<file path="src/rtl/serv_rf_serdes_pkg.sv">
// Shared state encoding for the serial register-file front end.
package serv_rf_serdes_pkg;

    typedef enum logic [2:0] {
        StIdle = 3'd0,
        StReq  = 3'd1,
        StLoad = 3'd2,
        StRun  = 3'd3,
        StWb   = 3'd4
    } state_e;

endpackage

</file>
<file path="src/rtl/ser_shreg.sv">
// WIDTH-bit shift register: parallel load, serial out at the LSB, serial in at the MSB.
module ser_shreg #(
    parameter int unsigned WIDTH = 32
) (
    input  logic             clk,
    input  logic             i_rst,
    input  logic             i_load,
    input  logic             i_shift,
    input  logic [WIDTH-1:0] i_data,
    input  logic             i_sin,
    output logic             o_sout,
    output logic [WIDTH-1:0] o_q
);

    logic [WIDTH-1:0] r_q;

    // Load has priority so a word can be captured regardless of the shift enable.
    always_ff @(posedge clk) begin
        if (i_rst) begin
            r_q <= '0;
        end else if (i_load) begin
            r_q <= i_data;
        end else if (i_shift) begin
            r_q <= {i_sin, r_q[WIDTH-1:1]};
        end
    end

    assign o_sout = r_q[0];
    assign o_q    = r_q;

endmodule

</file>
<file path="src/rtl/serv_rf_serdes.sv">
// Reads rs1/rs2 from a parallel register file, streams them LSB-first to a bit-serial
// ALU, collects the serial result and writes it back to rd.
module serv_rf_serdes
    import serv_rf_serdes_pkg::*;
#(
    parameter int unsigned WIDTH  = 32,
    parameter int unsigned ADDR_W = 5
) (
    input  logic              clk,
    input  logic              i_rst,
    input  logic              i_go,
    input  logic [ADDR_W-1:0] i_rs1_addr,
    input  logic [ADDR_W-1:0] i_rs2_addr,
    input  logic [ADDR_W-1:0] i_rd_addr,
    input  logic              i_rd_wen,
    output logic              o_busy,
    output logic              o_rf_rreq,
    output logic [ADDR_W-1:0] o_rf_raddr0,
    output logic [ADDR_W-1:0] o_rf_raddr1,
    input  logic [WIDTH-1:0]  i_rf_rdata0,
    input  logic [WIDTH-1:0]  i_rf_rdata1,
    output logic              o_rf_wreq,
    output logic [ADDR_W-1:0] o_rf_waddr,
    output logic [WIDTH-1:0]  o_rf_wdata,
    output logic              o_en,
    output logic              o_init,
    output logic              o_cnt_done,
    output logic              o_rs1,
    output logic              o_rs2,
    input  logic              i_rd
);

    localparam int unsigned CNT_W = $clog2(WIDTH);
    localparam logic [CNT_W-1:0] CNT_LAST = CNT_W'(WIDTH - 1);

    state_e            r_state;
    logic [CNT_W-1:0]  r_cnt;
    logic [ADDR_W-1:0] r_rs1_addr;
    logic [ADDR_W-1:0] r_rs2_addr;
    logic [ADDR_W-1:0] r_rd_addr;
    logic              r_rd_wen;

    logic              w_load;
    logic              w_run;
    logic              w_last;
    logic [WIDTH-1:0]  w_rs1_ld;
    logic [WIDTH-1:0]  w_rs2_ld;
    logic              w_rs1_sout;
    logic              w_rs2_sout;
    logic              w_rd_sout;
    logic [WIDTH-1:0]  w_rs1_q;
    logic [WIDTH-1:0]  w_rs2_q;
    logic [WIDTH-1:0]  w_rd_q;
    logic              w_unused;

    assign w_load = (r_state == StLoad);
    assign w_run  = (r_state == StRun);
    assign w_last = w_run && (r_cnt == CNT_LAST);

    // x0 reads as zero regardless of what the register file returns.
    assign w_rs1_ld = (r_rs1_addr == '0) ? '0 : i_rf_rdata0;
    assign w_rs2_ld = (r_rs2_addr == '0) ? '0 : i_rf_rdata1;

    always_ff @(posedge clk) begin
        if (i_rst) begin
            r_state    <= StIdle;
            r_cnt      <= '0;
            r_rs1_addr <= '0;
            r_rs2_addr <= '0;
            r_rd_addr  <= '0;
            r_rd_wen   <= 1'b0;
        end else begin
            unique case (r_state)
                StIdle: begin
                    if (i_go) begin
                        r_rs1_addr <= i_rs1_addr;
                        r_rs2_addr <= i_rs2_addr;
                        r_rd_addr  <= i_rd_addr;
                        r_rd_wen   <= i_rd_wen;
                        r_state    <= StReq;
                    end
                end
                StReq: begin
                    r_state <= StLoad;
                end
                StLoad: begin
                    r_cnt   <= '0;
                    r_state <= StRun;
                end
                StRun: begin
                    if (r_cnt == CNT_LAST) begin
                        r_cnt   <= '0;
                        r_state <= (r_rd_wen && (r_rd_addr != '0)) ? StWb : StIdle;
                    end else begin
                        r_cnt <= r_cnt + 1'b1;
                    end
                end
                StWb: begin
                    r_state <= StIdle;
                end
                default: begin
                    r_state <= StIdle;
                end
            endcase
        end
    end

    ser_shreg #(
        .WIDTH(WIDTH)
    ) u_rs1_sr (
        .clk    (clk),
        .i_rst  (i_rst),
        .i_load (w_load),
        .i_shift(w_run),
        .i_data (w_rs1_ld),
        .i_sin  (1'b0),
        .o_sout (w_rs1_sout),
        .o_q    (w_rs1_q)
    );

    ser_shreg #(
        .WIDTH(WIDTH)
    ) u_rs2_sr (
        .clk    (clk),
        .i_rst  (i_rst),
        .i_load (w_load),
        .i_shift(w_run),
        .i_data (w_rs2_ld),
        .i_sin  (1'b0),
        .o_sout (w_rs2_sout),
        .o_q    (w_rs2_q)
    );

    // Result enters at the MSB, so after WIDTH shifts the first bit sits at [0].
    ser_shreg #(
        .WIDTH(WIDTH)
    ) u_rd_sr (
        .clk    (clk),
        .i_rst  (i_rst),
        .i_load (1'b0),
        .i_shift(w_run),
        .i_data ({WIDTH{1'b0}}),
        .i_sin  (i_rd),
        .o_sout (w_rd_sout),
        .o_q    (w_rd_q)
    );

    assign w_unused = ^{w_rs1_q, w_rs2_q, w_rd_sout};

    assign o_busy      = (r_state != StIdle);
    assign o_rf_rreq   = (r_state == StReq);
    assign o_rf_raddr0 = r_rs1_addr;
    assign o_rf_raddr1 = r_rs2_addr;
    assign o_rf_wreq   = (r_state == StWb);
    assign o_rf_waddr  = r_rd_addr;
    assign o_rf_wdata  = w_rd_q;
    assign o_en        = w_run;
    assign o_init      = w_run && (r_cnt == '0);
    assign o_cnt_done  = w_last;
    assign o_rs1       = w_run & w_rs1_sout;
    assign o_rs2       = w_run & w_rs2_sout;

endmodule

</file>
<file path="config.mk">
export PLATFORM = sky130hd
export DESIGN_NAME = serv_rf_serdes
export DESIGN_NICKNAME = d
export VERILOG_FILES = /design/src/rtl/serv_rf_serdes_pkg.sv /design/src/rtl/ser_shreg.sv /design/src/rtl/serv_rf_serdes.sv
export SDC_FILE = /design/constraint.sdc
export NUM_CORES = 1
export LEC_CHECK = 0
export ABC_AREA = 0
export ABC_CLOCK_PERIOD_IN_PS = 2400
export BUFFER_PORTS_ARGS = -buffer_cell sky130_fd_sc_hd__buf_2
export CAP_MARGIN = 20
export CORE_UTILIZATION = 52
export CTS_CLUSTER_DIAMETER = 40
export DETAILED_ROUTE_END_ITERATION = 12
export MAX_ROUTING_LAYER = met4
export PLACE_DENSITY = 0.79
export SYNTH_ARGS = -nofsm -noshare
export SYNTH_HDL_FRONTEND = slang
export SYNTH_SLANG_ARGS = --single-unit
</file>
<file path="constraint.sdc">
create_clock -name clk -period 2.4 [get_ports clk]
set_input_delay 0.48 -clock clk [delete_from_list [all_inputs] [get_ports clk]]
set_output_delay 0.48 -clock clk [all_outputs]
set_load 0.005 [all_outputs]
</file>
==> metrics.txt <==
Post-synth EDFFs 0; CTS sink cnt 120; largest family of logic cells by synthesized area simple AND/OR/NAND/NOR gates; drt pass-1 iters 4; Synth Register Bits 120; initial detailed-routing violation count 121; Mapped Area 4990 um2; cell family contributing the most delay on the critical path adder cells; # hold bufs at CTS 0; count leader, synth dfxtp_1; vias in the first global route 4113; post-route ant nets 0; Setup Skew 0.0100 ns; status finished clean; Die Y 100 um; Worst slew margin 48.9%; ys flop type dfxtp_1; top cell type's share of synthesized area 48.1%; Pwr per Cell Area 834 nW/um2; global route total overflow 0; crit-path max FO 4; total number of vias 4393; final WL 11300 um; gr busiest metal met2; pin count of the biggest net entering global routing 61; GRT Total Usage 24.0%; peak supply drop 0.000497 V; Clk Latency, worst-skew pair 0.50 ns; initial antenna violation count 0; syn_area_per_cell 8.88 um2; Logic pwr share 12.5%; Final min period 2.23 ns; WP buf/inv 2; Syn Inst Count 562; die footprint 9990 um2; Yosys cell types 33; Crit-path slowest cell dfxtp_1; met3 usage 7.31%; critical-path cell list ha_1, and3_1, ha_2, inv_1, nor2_1, buf_2; Starting Density 53.8%; NetSw 1300 uW; worst reg-to-reg setup slack 0.55 ns; sequential element share of the synthesized area 48.1%; clock-pin slew on the worst setup and hold paths 0.05 ns; proportion of synthesized area in mux cells 12.4%; RR Startpoint r_cnt[0]; share of layout cells above drive strength 1 26.7%; Hold Slack 0.220 ns; row cnt 35; reg-to-reg endpoint r_cnt[3]; DRC viols 0; period utilization 92.9%; Min-Delay Endpoint r_rd_wen; MaxCap Viol Count 0; Syn Nets 649; Area growth syn-to-layout 25.9%; core area 9280 um2; asr flop ratio synth 0%; GR Util met1 27.7%; RSZ-0062 raised after global routing false; crit path kind reg -> out; Synth Area in Simple Gates 17.0%; fin util 67.7%; WP data arrival 1.75 ns; final setup violation count 0; first-pass GRT wire length 18500 um; CTS Buf Count 17; Critical Path Max Stage Delay 0.37 ns; worst hold stages 3; hold_sp i_rd_wen; post-DR vias/cell 5.32; HPWL after DPL 7580 um; global placement routability congestion 0.780; IO Pins 139; CTS root buffer clkbuf_8; Final Hold Viols 0; cells on worst reg2reg path 6; Die W 100 um; Yosys top cell by area dfxtp_1; P_int 3940 uW; met2 Use GR 39.4%; CTS tree yes; Data required, critical path 1.92 ns; worst slew pin tran 0.763 ns; clock buffer depth 2; # fillers 774; Max Slew Vio Count 0; ranking of synthesized cells by area dfxtp_1 (48%), mux2i_1 (12%), a211oi_1 (9.3%); post-synthesis adder-cell area fraction 0.752%; CTS H-tree depth 4; Ant. Diodes 0; Startpoint Class register; Net Sw Frac 24.7%; post-synthesis compound-gate area fraction 16.1%; FMAX 0.448 GHz; final net count 771; Buffers on Ports 138; Pleak 0.00261 uW; Seq pwr share 42.5%; clock share of power 45.0%; xor/xnor cell area share of the yosys netlist 0%; Hold WC Path Type in -> reg; Setup TNS 0 ns; WL/cell 13.7 um; Synthesis Warnings 0; critical path endpoint category output port; Synth top cells by count dfxtp_1 (120), nand2_1 (100), nor2_1 (70), a211oi_1 (62), mux2i_1 (62)
-- worst reg2reg max path: cells and delay by family (launching register included) --
family | cells | cell delay (ns)
and+or+nand+nor | 3 | 0.89
adders and majority gates | 2 | 0.42
DFF | 1 | 0.33
AOI/OAI and AO/OA | 1 | 0.13
-- worst max-delay path by stage --
| stage | from | to | slack (ns) | depth (start not counted) |
|---|---|---|---|---|
| detailed placement | r_cnt[0] | r_cnt[3] | 0.53 | 6 |
| global placement | r_state[0] | o_rs1 | 0.59 | 4 |
| finish | r_cnt[0] | o_cnt_done | 0.17 | 6 |
| floorplan | r_cnt[0] | r_cnt[3] | 0.66 | 6 |
| global route | r_cnt[0] | o_cnt_done | 0.03 | 6 |
| CTS | r_state[0] | o_rs2 | 0.002 | 4 |
-- power by group through the flow --
stage,sequential (uW),clock [uW],combinational [uW]
finish,2220,2360,656
global route,2240,2500,734
detailed placement,2270,0,637
floorplan,2230,0,499
CTS,2230,2400,644
global placement,2260,0,613
-- sequential cells by signal, indices dropped and copies added, names as in the netlist --
signal / count
u_rs2_sr.o_q: 32
o_rf_waddr: 5
r_state: 3
r_rd_wen: 1
o_rf_raddr1: 5
u_rs1_sr.o_q: 32
u_rd_sr.o_q: 32
r_cnt: 5
o_rf_raddr0: 5
-- logic make-up after synthesis --
family                     Yosys count
DFF                                120
AOI/OAI and AO/OA                  124
and+or+nand+nor                    199
buffers and inverters               54
adders and majority gates            3
muxes                               62
-- layout make-up --
| type | instances | area, um2 | area share [%] |
|---|---|---|---|
| clock buffer | 22 | 453 | 7.21 |
| clock inverter | 9 | 98.8 | 1.57 |
| inverter | 6 | 22.5 | 0.358 |
| multi-input combinational | 388 | 2320 | 36.9 |
| sequential | 120 | 2410 | 38.3 |
| tap | 129 | 161 | 2.57 |
| timing repair buffer | 151 | 821 | 13.1 |
-- metal layers --
metal	wire length [um]	part of all wire, %
met5	0	0
met4	197	1.7
met3	611	5.4
met2	5580	49
met1	4940	44
-- per-stage QoR --
stage	cell area [um2]	setup WS (ns)	cells	power, uW
after floorplan	4990	0.659	562	2730
after global placement	5710	0.589	793	2880
after detailed placement	5710	0.526	793	2910
after CTS	6260	0.00167	824	5280
after global routing	6280	0.0343	825	5480
final	6280	0.170	825	5240
-- what timing repair did --
item,4_1_cts,5_1_grt
buffers inserted,0,1
resized for setup,0,2
endpoints found under the setup margin,0,4
-- cell usage in the layout, fill, tap and decap left out, drive strengths merged, types with 3 or more instances in the layout --
master | synthesis | layout
a211oi | 62 | 62
a21oi | 53 | 53
and2 | 3 | 3
buf | 35 | 151
clkbuf | 13 | 22
clkinv | 0 | 5
dfxtp | 120 | 120
ha | 3 | 3
inv | 6 | 7
mux2i | 62 | 62
nand2 | 100 | 100
nand2b | 4 | 4
nand3 | 4 | 4
nor2 | 70 | 70
nor4 | 4 | 4
No activity file was read; power rests on OpenSTA's default activity.
